===== config.mk =====
export PLATFORM = sky130hd
export DESIGN_NAME = apb_master_arbiter
export DESIGN_NICKNAME = d
export VERILOG_FILES = /design/src/rtl/apb_arb_pkg.sv /design/src/rtl/apb_rr_prio.sv /design/src/rtl/apb_master_arbiter.sv
export SDC_FILE = /design/constraint.sdc
export NUM_CORES = 1
export LEC_CHECK = 0
export BUFFER_PORTS_ARGS = -buffer_cell sky130_fd_sc_hd__buf_2
export CORE_AREA = 4 4 175 177
export CTS_CLUSTER_DIAMETER = 50
export DETAILED_ROUTE_END_ITERATION = 7
export DIE_AREA = 0 0 179 181
export PLACE_DENSITY = 0.49
export SYNTH_ARGS = -nofsm -noshare
export SYNTH_HDL_FRONTEND = slang
export SYNTH_SLANG_ARGS = --single-unit

===== constraint.sdc =====
create_clock -name ACLK -period 4.3 [get_ports ACLK]
set_clock_uncertainty 0.2 [all_clocks]
set_input_delay 0.43 -clock ACLK [delete_from_list [all_inputs] [get_ports ACLK]]
set_output_delay 0.43 -clock ACLK [all_outputs]
set_load 0.02 [all_outputs]

===== src/rtl/apb_arb_pkg.sv =====
// apb_arb_pkg: FSM state encoding and timeout read-data pattern shared by the APB master arbiter.
package apb_arb_pkg;
   typedef enum logic [1:0] {IDLE = 2'd0, SETUP = 2'd1, ACCESS = 2'd2, RESP = 2'd3} state_t;
   localparam logic [31:0] APB_TIMEOUT_RDATA = 32'hDEAD_BEEF;
endpackage


===== src/rtl/apb_rr_prio.sv =====
// apb_rr_prio: combinational round-robin pick of the first requester after last_owner.
module apb_rr_prio #(
   parameter int NUM_MASTERS = 2,
   localparam int OW = $clog2(NUM_MASTERS)
) (
   input  logic [NUM_MASTERS-1:0] req,
   input  logic [OW-1:0]          last_owner,
   output logic [OW-1:0]          grant,
   output logic                   any_req
);
   // Scan from farthest to nearest so the nearest set request wins.
   always_comb begin
      grant = '0;
      for (int k = NUM_MASTERS; k >= 1; k--)
         if (req[(int'(last_owner) + k) % NUM_MASTERS]) grant = OW'((int'(last_owner) + k) % NUM_MASTERS);
   end
   assign any_req = |req;
endmodule


===== src/rtl/apb_master_arbiter.sv =====
// apb_master_arbiter: round-robin share of one APB bus among NUM_MASTERS requesters, one transfer in flight.
// Define APB_TIMEOUT_EN to end ACCESS after TIMEOUT_CYCLES without PREADY (err_o=1, rdata_o=DEADBEEF).
module apb_master_arbiter
   import apb_arb_pkg::*;
#(
   parameter int NUM_MASTERS    = 2,
   parameter int APB_NUM_SLAVES = 8,
   parameter int APB_ADDR_WIDTH = 12,
   parameter int TIMEOUT_CYCLES = 256,
   localparam int NM = NUM_MASTERS,
   localparam int NS = APB_NUM_SLAVES,
   localparam int AW = APB_ADDR_WIDTH,
   localparam int SW = $clog2(NS),
   localparam int AL = SW + AW,
   localparam int OW = $clog2(NM)
) (
   input  logic             ACLK,
   input  logic             ARESETn,
   input  logic [NM-1:0]    req_i,
   input  logic [NM-1:0]    we_i,
   input  logic [NM*AL-1:0] addr_i,
   input  logic [NM*32-1:0] wdata_i,
   output logic [NM-1:0]    done_o,
   output logic [31:0]      rdata_o,
   output logic             err_o,
   output logic [NS-1:0]    PSEL,
   output logic             PENABLE,
   output logic             PWRITE,
   output logic [AW-1:0]    PADDR,
   output logic [31:0]      PWDATA,
   input  logic [NS*32-1:0] PRDATA,
   input  logic [NS-1:0]    PREADY,
   input  logic [NS-1:0]    PSLVERR
);
   state_t        state;
   logic [OW-1:0] owner, last_owner, grant;
   logic [SW-1:0] sel;
   logic [AL-1:0] req_addr;
   logic          any_req, to_hit, ready;
   apb_rr_prio #(.NUM_MASTERS(NM)) u_rr (
      .req(req_i), .last_owner(last_owner), .grant(grant), .any_req(any_req)
   );
   assign req_addr = addr_i[int'(grant)*AL +: AL];
   assign ready    = PREADY[sel] | to_hit;
`ifdef APB_TIMEOUT_EN
   localparam int TW = $clog2(TIMEOUT_CYCLES + 1);
   logic [TW-1:0] cnt;
   always_ff @(posedge ACLK)
      cnt <= (!ARESETn || state != ACCESS) ? '0 : cnt + 1'b1;
   assign to_hit = (state == ACCESS) && (cnt == TW'(TIMEOUT_CYCLES - 1)) && !PREADY[sel];
`else
   assign to_hit = 1'b0;
`endif
   always_ff @(posedge ACLK) begin
      if (!ARESETn) begin
         state      <= IDLE;
         owner      <= '0;
         last_owner <= OW'(NM - 1);
         sel        <= '0;
         PSEL       <= '0;
         PENABLE    <= 1'b0;
         PWRITE     <= 1'b0;
         PADDR      <= '0;
         PWDATA     <= '0;
         done_o     <= '0;
         rdata_o    <= '0;
         err_o      <= 1'b0;
      end else begin
         done_o <= '0;
         case (state)
            IDLE: if (any_req) begin
               state  <= SETUP;
               owner  <= grant;
               sel    <= req_addr[AL-1:AW];
               PSEL   <= NS'(1) << req_addr[AL-1:AW];
               PWRITE <= we_i[grant];
               PADDR  <= req_addr[AW-1:0];
               PWDATA <= wdata_i[int'(grant)*32 +: 32];
            end
            SETUP: begin
               state   <= ACCESS;
               PENABLE <= 1'b1;
            end
            ACCESS: if (ready) begin
               state      <= RESP;
               last_owner <= owner;
               done_o     <= NM'(1) << owner;
               rdata_o    <= to_hit ? APB_TIMEOUT_RDATA : PWRITE ? 32'h0 : PRDATA[int'(sel)*32 +: 32];
               err_o      <= to_hit | PSLVERR[sel];
               PSEL       <= '0;
               PENABLE    <= 1'b0;
               PWRITE     <= 1'b0;
               PADDR      <= '0;
               PWDATA     <= '0;
            end
            default: state <= IDLE;
         endcase
      end
   end
endmodule

# Yosys cells after proc, flatten, opt, wreduce, memory -nomap -nowiden
# Index checks and enable logic that the tools add are counted.
[totals] regBits=96 input_bits=372 out_inout_bits=89 word_cells=71
[op_classes] add_sub_neg=2 n_mul=1 order_cmp=4 eq_ne=4 shift=5 muxes=31 n_bitwise=2 n_reduce_logical=10
[op_table] cell="$shiftx 256x9->32" count=1
[op_table] cell="$mux 32" count=3
[op_table] cell="$pmux 32 s2" count=1
[op_table] cell="$shiftx 64x7->32" count=1
[op_table] cell="$shiftx 30x6->15" count=1
[op_table] cell="$mux 12" count=2
[op_table] cell="$pmux 12 s2" count=1
[op_table] cell="$mux 8" count=2
[op_table] cell="$pmux 8 s2" count=1
[op_table] cell="$mux 1" count=14
[op_table] cell="$reduce_and 2->1" count=4
[op_table] cell="$shl 1x3->8 const A" count=1
[op_table] cell="$bmux 1 s3" count=2
[op_table] cell="$lt 2x3->1 const B" count=2
[op_table] cell="$pmux 2 s3" count=1
[op_table] cell="$reduce_and 3->1" count=2
[op_table] cell="$mul 1x4->5 const B" count=1
[op_table] cell="$lt 3x4->1 const B" count=1
[op_table] cell="$mux 2" count=2
[op_table] cell="$ne 2x2->1 const B" count=2
[op_table] cell="$pmux 1 s2" count=2
[op_table] cell="$reduce_bool 2->1" count=2
[op_table] cell="$add 1x1->1 const B" count=2
[op_table] cell="$and 1x1->1 const A" count=2
[op_table] cell="other kinds (6)" count=6

# Logic depth before layout (Yosys ltp)
[logic_depth] ltp_word=12 ltp_mapped=8 mapped_depth_nobuf=6

# Modules after synthesis
# Synthesis repeated with hierarchy kept, for this count alone.
[hier_totals] hier_cells=627 hier_area_um2=6369.9
[modules_own_cells] module="apb_master_arbiter" n_inst=1 cells_each=625 area_each_um2=6356.1 seq_area_each_um2=1921.8
[modules_own_cells] module="apb_rr_prio" n_inst=1 cells_each=2 area_each_um2=13.8 seq_area_each_um2=0.0

# Worst setup path after synthesis
# No wires, ideal clock.
[synth_timing] kind="reg-to-reg" start="register state[0]" end="register PWDATA[10]" setup_time_ns=0.086 arrival_time_ns=1.890 t_required_ns=4.014 setup_slack_ns=2.125 path_stages_with_launch=8 path_buffers=1 cell_sequence="dfxtp_1 inv_1 ha_1 or3b_2 o21ai_1 clkbuf_1 a21oi_1 a211oi_1"
[synth_between] elab_chain_cells=3 elab_cells_between_ends=7 cone_classes="eq/ne (3); mux (1); reduce/logical (3)"
[synth_rtl] element="start: declaration" line_no="apb_master_arbiter.sv:35" text="state_t state;"
[synth_rtl] element="start signal: assignment" line_no="apb_master_arbiter.sv:56" text="state <= IDLE;"
[synth_rtl] element="start signal: assignment" line_no="apb_master_arbiter.sv:72" text="state <= SETUP;"
[synth_rtl] element="start signal: assignment" line_no="apb_master_arbiter.sv:81" text="state <= ACCESS;"
[synth_rtl] element="$eq 2x2->1 or $logic_not 2->1 (tied branches)" line_no="apb_master_arbiter.sv:70" text="case (state)"
[synth_rtl] element="$ne 2x2->1 (no line) or $reduce_bool 2->1 (tied branches)"
[synth_rtl] element="$reduce_and 3->1 (no line)"
[synth_rtl] element="end signal: assignment" line_no="apb_master_arbiter.sv:78" text="PWDATA <= wdata_i[int'(grant)*32 +: 32];"
[synth_rtl] element="end: declaration" line_no="apb_master_arbiter.sv:30" text="output logic [31:0] PWDATA,"
# Several ways; a longest one is shown, not always the timed one.
# A chain may end at the register's enable or synchronous reset.

# Worst setup path in the final report
[layout_timing] start="register sel[0]" end="register rdata_o[30]"
[layout_between] elab_chain_cells=3 elab_cells_between_ends=5 cone_classes="shift (1); mux (3); reduce/logical (1)"
[layout_rtl] element="start: declaration" line_no="apb_master_arbiter.sv:37" text="logic [SW-1:0] sel;"
[layout_rtl] element="start signal: assignment" line_no="apb_master_arbiter.sv:74" text="sel <= req_addr[AL-1:AW];"
[layout_rtl] element="parallel branches: the longest is 3 deep, another holds $shiftx 256x9->32"
[layout_rtl] element="end signal: assignment" line_no="apb_master_arbiter.sv:88" text="rdata_o <= to_hit ? APB_TIMEOUT_RDATA : PWRITE ? 32'h0 : PRDATA[int'(sel)*32 +: 32];"
[layout_rtl] element="end: declaration" line_no="apb_master_arbiter.sv:24" text="output logic [31:0] rdata_o,"
# Several ways; the timed one is not identified. The select of a mux whose other input is x is not followed.

==> metrics.md <==
| Metric | Value |
|---|---|
| Outcome | finished clean |
| Clock slew at reported path FFs | 80 ps |
| H-tree levels | 3 |
| First-pass GRT wire length | 39,010 µm |
| Design Area, Final | 9338 µm² |
| # port buffers | 460 |
| Crit-path max FO | 32 |
| Die Wd | 179 µm |
| Row cnt | 63 |
| Startpoint Class | register |
| FMAX | 333.8 MHz |
| Initial antenna violation count | 5 |
| Fin. Hold Viols | 0 |
| Slew Limit Headroom | 26.85% |
| Leak | 4.038 nW |
| Hold Path Class | register to register |
| Synth Cell Area | 6379 µm² |
| FF-to-FF setup slack | 1300 ps |
| Post_cts resized | 0 |
| Distinct cells, synth | 42 |
| Top-area cell type share of the netlist area | 30.13% |
| Synthesis-stage register bit count | 96 |
| Placeable Area | 29,240 µm² |
| Nature of the critical path endpoint | register |
| Placed cells | 1,362 |
| Final worst-path cycle share | 69.66% |
| Cell Count, Final, Fillers Out | 1,380 |
| Initial Util | 21.81% |
| Avg Inst Size Synth | 11.35 µm² |
| Max-Cap Viols | 0 |
| Final count of negative-setup-slack endpoints | 0 |
| I/O Pins | 461 |
| Synthesized instance count | 562 |
| Util after Layout | 31.93% |
| Seq/Total Area, Yosys | 30.13% |
| CTS root buf | clkbuf_16 |
| Share of layout cells above drive strength 1 | 64.57% |
| Sum Neg Setup Slack | 0 ps |
| Max IR drop VDD | 0.0002162 V |
| DR vias | 6,555 |
| Vias per cell | 4.750 |
| Setup Crit Path Kind | register to register |
| CP Data Required Time | 4370 ps |
| Fillers | 3,076 |
| Final #Nets | 1,358 |
| Synth area leader | dfxtp_1 |
| Critical path arrival | 3060 ps |
| P&R area growth vs syn | 46.39% |
| Die Area | 32,400 µm² |
| Antenna-violating nets left | 0 |
| Largest net degree at the start of global routing | 66 |
| WL/cell | 19.56 µm |
| Sink Count | 96 |
| Slew @ Worst Pin | 1097 ps |
| Clk Latency, worst-skew pair | 350 ps |
| First-pass detailed-route iteration total | 4 |
| Synth area leaders | dfxtp_1 30%, mux4_2 23%, mux2_2 7.9% |
| Clock Path Buffers | 2 |
| Die Span Y | 181 µm |
| Vias in the first global route | 6,641 |
| Dpl cell area | 9036 µm² |
| CTS tree | built |
| DP Wirelength | 21,500 µm |
| RSZ-0062 raised after global routing | no |
| Clock buffer count from CTS | 9 |
| DRT iter0 DRCs | 246 |
| Overflow after GRT | 0 |
| Post-Syn Nets | 937 |
| YS warnings | 0 |
| Power per cell area | 503.8 nW/µm² |
| Hold buffer count at cts | 0 |
| Global-route usage over all layers | 15.56% |
| Post-CTS setup buffer count | 0 |
| GPL Wtd Cong | 0.7920 |
| Overall power | 0.004704 W |
| DRC | 0 |
| Final Max Tran Viols | 0 |
| Final Critical Period | 2996 ps |
| Drt total wl | 27,000 µm |
path summary, 6_finish.rpt:
check	cells past startpoint	to	start
min	1	rdata_o[31]$_SDFFE_PN0P_	rdata_o[31]$_SDFFE_PN0P_
min reg2reg	1	rdata_o[31]$_SDFFE_PN0P_	rdata_o[31]$_SDFFE_PN0P_
max	4	rdata_o[30]$_SDFFE_PN0P_	sel[0]$_SDFFE_PN0P_
max reg2reg	4	rdata_o[30]$_SDFFE_PN0P_	sel[0]$_SDFFE_PN0P_
placed cells by master (no fill, tap or decap), drive strengths merged, types with 10 or more instances in the layout:
master	instances
buf	469
dfxtp	96
a21oi	92
mux4	66
a211oi	48
mux2	45
mux2i	40
o2bb2ai	33
nand3	10
clkbuf	10
metrics by stage:
stage | setup slack [ps] | hold WS, ps
final | 1304 | 265.8
after detailed placement | 1293 | 247.2
after CTS | 1268 | 269.4
after floorplan | 2125 | 230.0
after global routing | 1134 | 284.8
after global placement | 1353 | 244.6
state kept, by name (all words and copies together), names as in the netlist:
signal      count
done_o          2
PENABLE         1
PWDATA         32
PADDR          12
err_o           1
PWRITE          1
PSEL            8
rdata_o        32
last_owner      1
sel             3
state           2
owner           1
per-layer routing:
metal / GRT usage, % / wire length [µm]
met1: 18.78 / 10460
met2: 27.13 / 13540
met3: 4.583 / 2527
met4: 3.623 / 438
met5: 0 / 27
cell type report:
cell class | instances | area, µm² | area share, %
multi-input cells | 401 | 4213 | 45.12
flip-flops and latches | 96 | 1931 | 20.68
clock inverters | 6 | 67.56 | 0.7236
well taps | 390 | 488.0 | 5.226
clock buffers | 10 | 229.0 | 2.452
inverters | 6 | 22.52 | 0.2412
repair buffers | 469 | 2382 | 25.51
diodes | 2 | 5.005 | 0.05360
report_power, final:
group	leakage (nW)	switching, W	total [W]	internal [W]
logic	3.12	0.00146	0.00259	0.00113
registers	0.782	0.000172	0.00127	0.00110
clock network	0.140	0.000389	0.000845	0.000456
total	4.04	0.00202	0.00470	0.00268
kinds of logic after synthesis:
family	synth area share, %
buffers and inverters	4.492
DFF	30.13
AOI/OAI and AO/OA	23.30
muxes	37.52
adders and majority gates	0.5885
and+or+nand+nor	3.963
cells in the mapped netlist (all sizes together):
master   instances
a21boi           1
a211oi          48
a21oi           92
nand2b           1
nand2            6
o22ai            8
buf             23
mux2i           40
inv              6
a221oi           1
clkbuf          36
o21a             1
a31oi            2
and2             1
nand3           10
nor3             3
a221o            1
mux2            45
nand4            1
a31o             3
nor2             8
or3b             1
o2bb2ai         33
a22oi            3
or4              1
and3b            2
o21ai            7
and4             1
dfxtp           96
nor2b            3
a22o             1
nor3b            4
and3             2
nor4             2
ha               3
mux4            66
worst max-delay path, stage by stage (launching register included):
cell and delay, ps:
dfxtp_4 670, mux2i_1 200, a221o_1 430, or4_2 1050, o2bb2ai_1 310
Power figures use the tool's default switching activity.
